<file path="src/rtl/uart_rx_timing.sv">
// UART receive front end: line synchroniser, start-bit detect, oversampled baud base, mid-bit tick.
// Define UART_RX_MAJORITY_EN to take each bit decision from a 2-of-3 vote around the bit centre.
module uart_rx_timing #(
    parameter int CLK_FREQ_HZ = 50_000_000,
    parameter int BAUD        = 115200,
    parameter int OVERSAMPLE  = 16
) (
    input  logic       clk,
    input  logic       rst_n,
    input  logic       rxd_async,
    output logic       rxd,
    output logic       tick,
    output logic [2:0] count,
    output logic       busy,
    output logic       frame_err
);
    localparam int DIV   = CLK_FREQ_HZ / (BAUD * OVERSAMPLE);
    localparam int DIV_W = (DIV > 1) ? $clog2(DIV) : 1;
    localparam int OS_W  = $clog2(OVERSAMPLE);
`ifdef UART_RX_MAJORITY_EN
    localparam int START_DEC = OVERSAMPLE / 2;
`else
    localparam int START_DEC = OVERSAMPLE / 2 - 1;
`endif
    localparam logic [DIV_W-1:0] DIV_LAST = DIV_W'(DIV - 1);
    localparam logic [OS_W-1:0]  OS_LAST  = OS_W'(OVERSAMPLE - 1);
    localparam logic [OS_W-1:0]  OS_START = OS_W'(START_DEC);

    if (DIV < 2) begin : g_bad_div
        $error("uart_rx_timing: CLK_FREQ_HZ/(BAUD*OVERSAMPLE) must be >= 2");
    end
    if ((OVERSAMPLE < 8) || (OVERSAMPLE % 2 != 0)) begin : g_bad_os
        $error("uart_rx_timing: OVERSAMPLE must be even and >= 8");
    end

    typedef enum logic [1:0] {IDLE, START, DATA, STOP} state_t;

    state_t           state_q, state_d;
    logic             sync1_q, sync2_q;
    logic [DIV_W-1:0] div_cnt_q, div_cnt_d;
    logic [OS_W-1:0]  os_cnt_q, os_cnt_d;
    logic [2:0]       bit_idx_q, bit_idx_d;
    logic [2:0]       count_q, count_d;
    logic             tick_q, tick_d;
    logic             frame_err_q, frame_err_d;
    logic             os_tick;
    logic             dec_pt;
    logic             line_bit;

    assign os_tick = (state_q != IDLE) && (div_cnt_q == DIV_LAST);
    assign dec_pt  = os_tick &&
                     (((state_q == START) && (os_cnt_q == OS_START)) ||
                      (((state_q == DATA) || (state_q == STOP)) && (os_cnt_q == OS_LAST)));

`ifdef UART_RX_MAJORITY_EN
    // smp_q holds the two previous os-period samples; the current one is sync2_q.
    logic [1:0] smp_q, smp_d;
    logic       rxd_q, rxd_d;

    assign line_bit = (smp_q[1] & smp_q[0]) | (smp_q[1] & sync2_q) | (smp_q[0] & sync2_q);
    assign rxd      = rxd_q;

    always_comb begin
        smp_d = smp_q;
        rxd_d = rxd_q;
        if (os_tick) smp_d = {smp_q[0], sync2_q};
        if (dec_pt)  rxd_d = line_bit;
    end
`else
    assign line_bit = sync2_q;
    assign rxd      = sync2_q;
`endif

    always_comb begin
        state_d     = state_q;
        div_cnt_d   = div_cnt_q;
        os_cnt_d    = os_cnt_q;
        bit_idx_d   = bit_idx_q;
        count_d     = count_q;
        tick_d      = 1'b0;
        frame_err_d = 1'b0;

        if (state_q == IDLE) begin
            div_cnt_d = '0;
            os_cnt_d  = '0;
        end else if (os_tick) begin
            div_cnt_d = '0;
            os_cnt_d  = (os_cnt_q == OS_LAST) ? '0 : os_cnt_q + 1'b1;
        end else begin
            div_cnt_d = div_cnt_q + 1'b1;
        end

        case (state_q)
            IDLE: begin
                if (!sync2_q) state_d = START;
            end
            START: begin
                if (dec_pt) begin
                    if (!line_bit) begin
                        state_d   = DATA;
                        bit_idx_d = 3'd0;
                        count_d   = 3'd0;
                        os_cnt_d  = '0;
                    end else begin
                        state_d = IDLE;
                    end
                end
            end
            DATA: begin
                if (dec_pt) begin
                    tick_d    = 1'b1;
                    count_d   = bit_idx_q;
                    bit_idx_d = bit_idx_q + 3'd1;
                end
                // Leave DATA only after the bit-7 tick is visible, so tick never shows outside DATA.
                if (tick_q && (count_q == 3'd7)) state_d = STOP;
            end
            STOP: begin
                if (dec_pt) begin
                    frame_err_d = !line_bit;
                    state_d     = IDLE;
                end
            end
            default: state_d = IDLE;
        endcase
    end

    always_ff @(posedge clk) begin
        if (!rst_n) begin
            state_q     <= IDLE;
            sync1_q     <= 1'b1;
            sync2_q     <= 1'b1;
            div_cnt_q   <= '0;
            os_cnt_q    <= '0;
            bit_idx_q   <= 3'd0;
            count_q     <= 3'd0;
            tick_q      <= 1'b0;
            frame_err_q <= 1'b0;
`ifdef UART_RX_MAJORITY_EN
            smp_q       <= 2'b11;
            rxd_q       <= 1'b1;
`endif
        end else begin
            state_q     <= state_d;
            sync1_q     <= rxd_async;
            sync2_q     <= sync1_q;
            div_cnt_q   <= div_cnt_d;
            os_cnt_q    <= os_cnt_d;
            bit_idx_q   <= bit_idx_d;
            count_q     <= count_d;
            tick_q      <= tick_d;
            frame_err_q <= frame_err_d;
`ifdef UART_RX_MAJORITY_EN
            smp_q       <= smp_d;
            rxd_q       <= rxd_d;
`endif
        end
    end

    assign tick      = tick_q;
    assign count     = count_q;
    assign busy      = (state_q != IDLE);
    assign frame_err = frame_err_q;

endmodule

</file>
<file path="config.mk">
export PLATFORM = sky130hd
export DESIGN_NAME = uart_rx_timing
export DESIGN_NICKNAME = d
export VERILOG_FILES = /design/src/rtl/uart_rx_timing.sv
export SDC_FILE = /design/constraint.sdc
export NUM_CORES = 1
export LEC_CHECK = 0
export ABC_AREA = 1
export CORE_MARGIN = 2
export CORE_UTILIZATION = 49
export DETAILED_ROUTE_END_ITERATION = 12
export GPL_TIMING_DRIVEN = 1
export PLACE_DENSITY = 0.72
export SLEW_MARGIN = 15
export SYNTH_ARGS = -nofsm -noshare
export SYNTH_HDL_FRONTEND = slang
export SYNTH_SLANG_ARGS = --single-unit
</file>
<file path="constraint.sdc">
create_clock -name clk -period 1.37 [get_ports clk]
set_input_delay 0.2055 -clock clk [delete_from_list [all_inputs] [get_ports clk]]
set_output_delay 0.2055 -clock clk [all_outputs]
set_load 0.02 [all_outputs]
</file>
# Word level (Yosys, flattened, before mapping)
# Cells that the tools add are included.
# op_classes
n_mux	19
eq_ne	13
bitwise	1
add_sub_neg	3
reduce_logical	16
# ops
cell	n
$mux 4	6
$mux 3	4
$pmux 3 s2	2
$mux 2	5
$ne 2x2->1 const B	5
$pmux 2 s4	1
$reduce_and 4->1	2
$add 5x1->5 const B	1
$eq 5x5->1 const B	1
$logic_and 1x1->1	5
$add 4x1->4 const B	1
$eq 2x2->1 const B	2
$eq 4x3->1 const B	1
$eq 4x4->1 const B	1
$reduce_bool 2->1	2
$add 3x1->3 const B	1
$eq 3x3->1 const B	1
$reduce_and 3->1	1
$reduce_or 3->1	1
$eq 2x1->1 const B	1
$logic_not 2->1	1
$logic_or 1x1->1	2
$ne 2x1->1 const B	1
$reduce_and 2->1	1
other kinds (3)	3
# totals
wordCells	61
output_inout_bits	7
regBits	21
input_bits	3

# Longest topological paths before layout
# Gate-level depths: netlist of the first run.
# depth
depth_word	7
ltp_mapped	11
depth_no_buf	11

# Least setup slack after synthesis of the first run
# OpenSTA, ideal clock, no wires.
# synth_path
path_type	register to register
startpoint	register div_cnt_q[0]
endpoint	register bit_idx_q[2]
setup_time_ps	113
setup_slack_ps	62
synth_period_minus_slack_ps	1308
stages_incl_launch_ff	10
required_time_ps	1257
n_path_buf	0
arrival_ps	1195
path_cell_list	dfxtp_1 > inv_1 > ha_1 > nand2_1 > nor2_2 > nand4_1 > nand2_4 > nand3_1 > nand2_1 > nor2_1
# synth_via
elab_chain_len	5
word_cells_on_any_way	6
cone_classes	eq/ne: 3; reduce/logical: 3
# synth_lines
item	line_no	text
from (decl)	40	logic [DIV_W-1:0] div_cnt_q, div_cnt_d;
from (signal assigned)	147	div_cnt_q <= div_cnt_d;
$eq 5x5->1 (*)	50	assign os_tick = (state_q != IDLE) && (div_cnt_q == DIV_LAST);
$logic_and 1x1->1 (*)	50	
$logic_and 1x1->1 (*)	51	assign dec_pt = os_tick &&
$ne 2x2->1 (no line)	n/a	
$reduce_and 4->1 (no line) (*)	n/a	
to (signal assigned)	149	bit_idx_q <= bit_idx_d;
to (decl)	42	logic [2:0] bit_idx_q, bit_idx_d;
# Mark *: on every way between the ends. The rest lies on a longest branch, timed or not.
# A chain may end at the register's enable or synchronous reset.

# Worst setup path after layout of the first run
# layout_path
startpoint	register os_cnt_q[0]
endpoint	register state_q[0]
# layout_via
elab_chain_len	6
word_cells_on_any_way	9
cone_classes	eq/ne: 4; reduce/logical: 5
# layout_lines
item	line_no	text
from (decl)	41	logic [OS_W-1:0] os_cnt_q, os_cnt_d;
from (signal assigned)	148	os_cnt_q <= os_cnt_d;
$eq 4x3->1 or $eq 4x4->1 (tied branches)	52, 53	
$logic_and 1x1->1, on equally long branches	52, 53	
$logic_or 1x1->1 (*)	52	(((state_q == START) && (os_cnt_q == OS_START)) ||
$logic_and 1x1->1 (*)	51	
$ne 2x2->1 (no line)	n/a	
$reduce_and 4->1 (no line) (*)	n/a	
to (signal assigned)	144	state_q <= state_d;
to (decl)	38	state_t state_q, state_d;
# Marks and branches as above.

==> results of run 1 <==
kinds of logic after synthesis:
kind of cell	Yosys count	synth area share
AO/OA/AOI/OAI	20	0.109
buffers and inverters	19	0.0789
adder cells (fa/ha/maj)	4	0.0478
flip-flops	21	0.402
XOR/XNOR	2	0.0167
AND/OR/NAND/NOR	64	0.346
worst paths after layout:
kind	startpoint	to	depth (start not counted)
min	sync1_q	rxd	1
max reg2reg	os_cnt_q[0]	state_q[0]	9
max	os_cnt_q[0]	state_q[0]	9
min reg2reg	sync1_q	rxd	1
state kept, by name (all words and copies together) (netlist names), named ones only:
name,flops
count,3
frame_err,1
div_cnt_q,5
sync1_q,1
rxd,1
bit_idx_q,3
tick,1
state_q,1
os_cnt_q,4
worst reg2reg max path, stage by stage, from the launching register on:
cell     delay (ns)
dfxtp_2        0.37
ha_4           0.16
nand2_4        0.07
inv_2          0.10
nand3_4        0.08
nor2_4         0.14
buf_4          0.13
nand3_2        0.06
nand3_1        0.08
inv_1          0.05
where the power goes:
| part | total, mW | internal (mW) | switching [mW] |
|---|---|---|---|
| combinational | 0.0723 | 0.0313 | 0.0409 |
| clock | 0.295 | 0.114 | 0.181 |
| sequential | 0.618 | 0.614 | 0.00358 |
layout by cell type, fill, tap and decap left out, types with 6 or more instances in the layout:
cell type | synthesis | routed
buf_4 | 0 | 19
nor2_1 | 17 | 16
dfxtp_1 | 21 | 15
nand2_1 | 14 | 10
inv_2 | 5 | 8
inv_1 | 11 | 8
nor2_2 | 6 | 6
a21oi_1 | 7 | 6
dlygate4sd2_1 | 0 | 6
per-layer routing:
layer,track usage,wire length [um],vias to the layer above,part of all wire
met5,0,0,-,0
met1,0.240,1010,437,0.46
met2,0.294,1070,20,0.49
met4,0.0833,27,0,0.012
li1,-,-,482,-
met3,0.0357,92,4,0.042
timing repair:
| action | 4_1_cts | 5_1_grt |
|---|---|---|
| setup endpoints to repair | 16 | 13 |
| hold buffers | 0 | 0 |
| resized for setup | 24 | 13 |
| setup buffers | 1 | 4 |
| pin swaps | 7 | 10 |
area by class of cell:
| class | instances | area share |
|---|---|---|
| Multi-Input combinational cell | 90 | 0.439 |
| Sequential cell | 21 | 0.307 |
| Timing Repair Buffer | 29 | 0.165 |
| Inverter | 17 | 0.0472 |
| Tap cell | 27 | 0.0241 |
| Clock buffer | 4 | 0.0187 |
synthesized netlist by cell type:
| library cell | number | area (um^2) |
|---|---|---|
| nand2_4 | 3 | 33.8 |
| a21oi_2 | 2 | 17.5 |
| nand2_1 | 14 | 52.6 |
| a21oi_1 | 7 | 35.0 |
| o21ai_0 | 6 | 30.0 |
| nand3_2 | 3 | 30.0 |
| xor2_1 | 1 | 8.76 |
| nor3_1 | 1 | 5.00 |
| nor2_1 | 17 | 63.8 |
| nor2_2 | 6 | 37.5 |
| o21ai_2 | 1 | 8.76 |
| xnor2_1 | 1 | 8.76 |
| nand2_2 | 3 | 18.8 |
| nand4_1 | 4 | 25.0 |
| nand3_1 | 6 | 30.0 |
| buf_6 | 1 | 11.3 |
| inv_2 | 5 | 18.8 |
| inv_1 | 11 | 41.3 |
| ha_1 | 4 | 50.1 |
| dfxtp_1 | 21 | 420 |
| or2_2 | 2 | 12.5 |
| inv_4 | 1 | 6.26 |
| nor2_4 | 4 | 45.0 |
| o21ai_1 | 3 | 15.0 |
| nor3b_1 | 1 | 7.51 |
| o211ai_1 | 1 | 7.51 |
| clkbuf_2 | 1 | 5.00 |
through the flow:
stage                     cells  hold WS [ns]  cell area [um^2]  total power, mW
after floorplan             130         0.312              1050            0.675
after global placement      179         0.404              1270            0.702
after detailed placement    179         0.407              1270            0.703
after CTS                   184         0.432              1340            0.996
after global routing        188         0.438              1400             1.03
final                       188         0.427              1400            0.985
==> summary.txt, run 1 <==
STA
  – Slew @ Worst Pin: 0.247 ns
  – Slew Viols, Final: 0
  – Fin crit share: 0.980
  – Slew margin rel.: 0.835
  – Setup ws final: 0.0278 ns
  – Fmax: approximately 750 MHz
  – Final Critical Period: ~1.3 ns
  – Max Clock Skew: 0.00585 ns
  – Final setup fails: 0
  – RSZ-0062 raised after global routing: yes
  – Final hold vios: 0
  – Sum Neg Setup Slack: 0 ns

Route
  – Total Wirelength: 2.19 mm
  – Vias per inst: around 5.0
  – Via count: 943
  – Drt first pass iters: 4
  – DR WL/cell: 11.7 um
  – Drt initial violations: 24
  – Antenna-violating nets left: 0
  – DRC: 0

Final layout
  – Fill cells: between 150 and 200
  – Reg area: between 400 and 500 um^2
  – Antenna cells: 0
  – Share of cells above drive strength 1: 0.453
  – Final Util: 0.708
  – Multi-input gate area: 616 um^2
  – Area grow syn2layout: 34.2%
  – Layout net count: ~170

Power and ir drop
  – Leakage: ~0.61 nW
  – VDD IR max: ~580 uV
  – P per Cell Area: approximately 700 nW/um^2

Critical path
  – Critical Path AT: between 1.5 and 2 ns
  – CP Cell Sequence: ha_4 -> nand2_4 -> inv_2 -> nand3_4 -> nor2_4 -> buf_4 -> nand3_2 -> nand3_1 -> inv_1
  – Max stage delay on crit path: approximately 0.37 ns
  – Crit-path slowest cell: dfxtp_2
  – Startpoint types: flip-flop
  – Kind of critical path: reg2reg
  – Worst Setup End Kind: flip-flop
  – Buf/Inv on CP: 3
  – Data required, critical path: between 1.5 and 2 ns
  – Critical path peak fanout: 4
  – Reg2Reg Setup Slack: around 0.028 ns
  – Kind of cell adding the most delay to the critical path: simple AND/OR/NAND/NOR gates

Synthesis
  – Syn_area_per_cell: ~8.0 um^2
  – Post-synthesis sequential area ratio: 0.402
  – Synth unique cells: 27
  – Synthesized Nets: 137
  – Syn. warnings: 0
  – Post-synthesis cell area: between 1000 and 1500 um^2
  – Cells after Synth: 130
  – #FFs+latches synth: 21

Min path
  – Hold WC Path Type: reg2reg

Clock network
  – Clk_lat worst skew: ~0.30 ns
  – Total CTS buffers: 3
  – Clk root buf: clkbuf_4
  – # H-tree levels: 1
  – CTS Sinks: 21
  – CTS clk-pin slew, worst paths: 0.11 ns
  – Clk buf depth: 2
  – CTS tree: done

Floorplanning
  – Die extent in x: approximately 50 um
  – Die Span Y: between 50 and 60 um
  – Io pins: 10
  – Die area: between 2000 and 3000 um^2
  – Core ar.: ~2000 um^2
  – Initial Utilization: 0.528
  – Site Rows: 16

Status
  – Outcome: finished, final reports clean

Placement
  – Post-Place Setup Slack: -0.0561 ns
  – HPWL Detailed: between 1.5 and 2 mm
  – Routability-driven placement congestion ratio: 0.869
  – Number of port buffers: 9

Global routing
  – Grt total ovfl: 0
  – GRT Total Usage: 0.184
  – Initial antenna violation count: 0
  – Largest net degree at the start of global routing: 12
  – Global-route wire length before repair: approximately 3.5 mm
  – Vias in the first global route: roughly 830

Run
  – Max cap viols: 0
(Power assumes the default switching activity.)
==> run 2, diff against run 1 <==
--- a/config.mk
+++ b/config.mk
@@ -6,7 +6,8 @@
 export NUM_CORES = 1
 export LEC_CHECK = 0
 export ABC_AREA = 1
-export CORE_MARGIN = 2
+export CAP_MARGIN = 10
+export CORE_MARGIN = 1.5
 export CORE_UTILIZATION = 49
 export DETAILED_ROUTE_END_ITERATION = 12
 export GPL_TIMING_DRIVEN = 1
==> summary.txt, run 2 (synthesized netlist as in run 1, its figures left out) <==
Final layout
  – Commonest non-fill, non-tap cell in the layout: buf_4
  – Antenna cells: 0 (unchanged)
  – Design Area, Final: 1450 um^2 (+3.4%)
  – Final Util: 0.732 (+0.0240)
  – Non-Filler Instances: 186 (-1.1%)
  – Share of cells above drive strength 1: 0.491 (+0.0371)
  – Multi-input gate area: 666 um^2 (+8.1%)
  – Layout net count: 167 (-1.2%)
  – Fill cells: 148 (-3.9%)
  – Top flop regs: div_cnt_q (5), os_cnt_q (4)
  – Reg area: 430 um^2 (unchanged)
  – Area grow syn2layout: 38.8%
  – Top reg by flops: div_cnt_q
  – Number of flip-flops in the largest register: 5 (unchanged)
  – Most frequent cells in the layout: buf_4, dfxtp_1, nor2_1

Critical path
  – Data required, critical path: 1.58 ns (about the same)
  – Kind of cell adding the most delay to the critical path: simple AND/OR/NAND/NOR gates
  – Max stage delay on crit path: 0.38 ns (about the same)
  – Critical path peak fanout: 5 (+1)
  – Worst r2r dst: count[2]
  – Worst Setup End Kind: flip-flop
  – Critical path depth: 9 (unchanged)
  – Startpoint types: flip-flop
  – Critical Path AT: 1.59 ns (+0.04 ns)
  – Reg2Reg Setup Slack: -0.02 ns (-0.04 ns)
  – Crit path top cell by count: nand2_2
  – CP Cell Sequence: buf_6 -> inv_6 -> nand2_2 -> nand2_2 -> nand3_4 -> nor2_4 -> o21ai_4 -> a21oi_2 -> nor2_1
  – Kind of critical path: reg2reg
  – FF-to-FF path depth: 9 (unchanged)
  – Buf/Inv on CP: 2 (-1)
  – Crit-path slowest cell: dfxtp_4

STA
  – Final setup fails: 1 (+1)
  – Slew margin rel.: 0.792 (-0.0422)
  – Fmax: 722 MHz (-3.1%)
  – Final hold vios: 0 (unchanged)
  – Worst hold slack: 0.435 ns (+0.00781 ns)
  – Max Clock Skew: 0.00559 ns (-0.000253 ns)
  – Slew Viols, Final: 0 (unchanged)
  – Slew @ Worst Pin: 0.311 ns (+0.0632 ns)
  – Setup ws final: -0.0158 ns (-0.0436 ns)
  – Final Critical Period: 1.39 ns (+0.0436 ns)
  – Fin crit share: 1.01 (+0.0318)
  – RSZ-0062 raised after global routing: yes

Route
  – DR WL/cell: 12.0 um (+2.8%)
  – Via count: 952 (+0.95%)
  – Antenna-violating nets left: 0 (unchanged)
  – Drt initial violations: 18 (-25%)
  – Vias per inst: 5.12 (+2.0%)
  – DRC: 0 (unchanged)
  – Total Wirelength: 2.23 mm (+1.7%)
  – Drt first pass iters: 4 (unchanged)

Power and ir drop
  – Internal power: 0.757 mW (-0.25%)
  – Net Sw Frac: 0.230 (+0.00106)
  – Switch Pwr: 0.227 mW (+0.35%)
  – Reg power frac: 0.629 (+0.002)
  – Leakage: 0.611 nW (about the same)
  – Logic gate share of total power: 0.074 (about the same)
  – P per Cell Area: 678 nW/um^2 (-3.4%)
  – Tot Pwr: 0.984 mW (-0.11%)
  – Clk pwr share: 0.297 (-0.002)
  – VDD IR max: 627 uV (+9.0%)

Floorplanning
  – Io pins: 10 (unchanged)
  – Core ar.: 1980 um^2 (unchanged)
  – Initial Utilization: 0.528 (unchanged)
  – Die extent in x: 49.2 um (-2.0%)
  – Site Rows: 16 (unchanged)
  – Die area: 2420 um^2 (-3.9%)
  – Die Span Y: 49.2 um (-2.0%)

Status
  – Outcome: finished with violations
  – Failing checks: setup timing

Global routing
  – GRT Total Usage: 0.184 (about the same)
  – Grt total ovfl: 0 (unchanged)
  – Global-route wire length before repair: 3.49 mm (-0.60%)
  – Vias in the first global route: 856 (+2.9%)
  – Initial antenna violation count: 0 (unchanged)
  – Largest net degree at the start of global routing: 12 (unchanged)

Min path
  – Worst Hold Depth: 1 (unchanged)
  – Hold_sp: sync1_q
  – Worst Hold End: rxd
  – Hold WC Path Type: reg2reg

Run
  – Max cap viols: 0 (unchanged)

Placement
  – HPWL Detailed: 1.55 mm (-2.6%)
  – Number of port buffers: 9 (unchanged)
  – Placed cell areas: 1250 um^2 (-1.2%)
  – Placed insts: 177 (-1.1%)
  – Routability-driven placement congestion ratio: 0.819 (-5.8%)

Clock network
  – CTS tree: done
  – Total CTS buffers: 3 (unchanged)
  – Clk root buf: clkbuf_4
  – Clk_lat worst skew: 0.30 ns (about the same)
  – CTS clk-pin slew, worst paths: 0.11 ns (about the same)
  – # H-tree levels: 1 (unchanged)
  – CTS Sinks: 21 (unchanged)
  – Clk buf depth: 2 (unchanged)
## run 2: area by class of cell
class / count / share of cell area
Tap cell: 27 / 0.0233
Inverter: 17 / 0.0509
Sequential cell: 21 / 0.297
Multi-Input combinational cell: 90 / 0.459
Clock buffer: 4 / 0.0181
Timing Repair Buffer: 27 / 0.153
## run 2: worst max-delay path by stage
stage                       startpoint           end
after CTS                    flip-flop     flip-flop
after floorplan           div_cnt_q[0]  bit_idx_q[2]
final                        flip-flop      count[2]
after global routing      div_cnt_q[0]      count[2]
after global placement    div_cnt_q[0]  bit_idx_q[2]
after detailed placement  div_cnt_q[0]  bit_idx_q[2]
## run 2: repair_timing
item	in CTS	in global routing
setup buffers	2	3
hold buffers	0	0
hold endpoints to repair	0	0
gates resized for setup	20	38
pin swaps	8	11
endpoints found under the setup margin	17	15
## run 2: per-layer routing
| metal | vias up | wire (um) | track usage | part of all wire |
|---|---|---|---|---|
| met5 | - | 0 | 0 | 0 |
| met4 | 0 | 29 | 0.0762 | 0.013 |
| met3 | 4 | 41 | 0.0368 | 0.018 |
| met2 | 9 | 1150 | 0.295 | 0.52 |
| met1 | 463 | 1010 | 0.240 | 0.45 |
| li1 | 476 | - | - | - |
## run 2: metrics by stage
step,setup TNS [ns],setup WS [ns]
after floorplan,0,0.0622
after global placement,0,0.00694
after detailed placement,-0.160,-0.0412
after CTS,-0.0212,-0.0136
after global routing,-0.430,-0.0843
final,-0.0158,-0.0158
## run 2: power by group through the flow
| stage | Clock (mW) | Sequential (mW) | Combinational (mW) |
|---|---|---|---|
| floorplan | 0 | 0.634 | 0.0408 |
| global placement | 0 | 0.633 | 0.0644 |
| detailed placement | 0 | 0.633 | 0.0658 |
| CTS | 0.303 | 0.620 | 0.0657 |
| global route | 0.331 | 0.620 | 0.0775 |
| finish | 0.293 | 0.619 | 0.0727 |
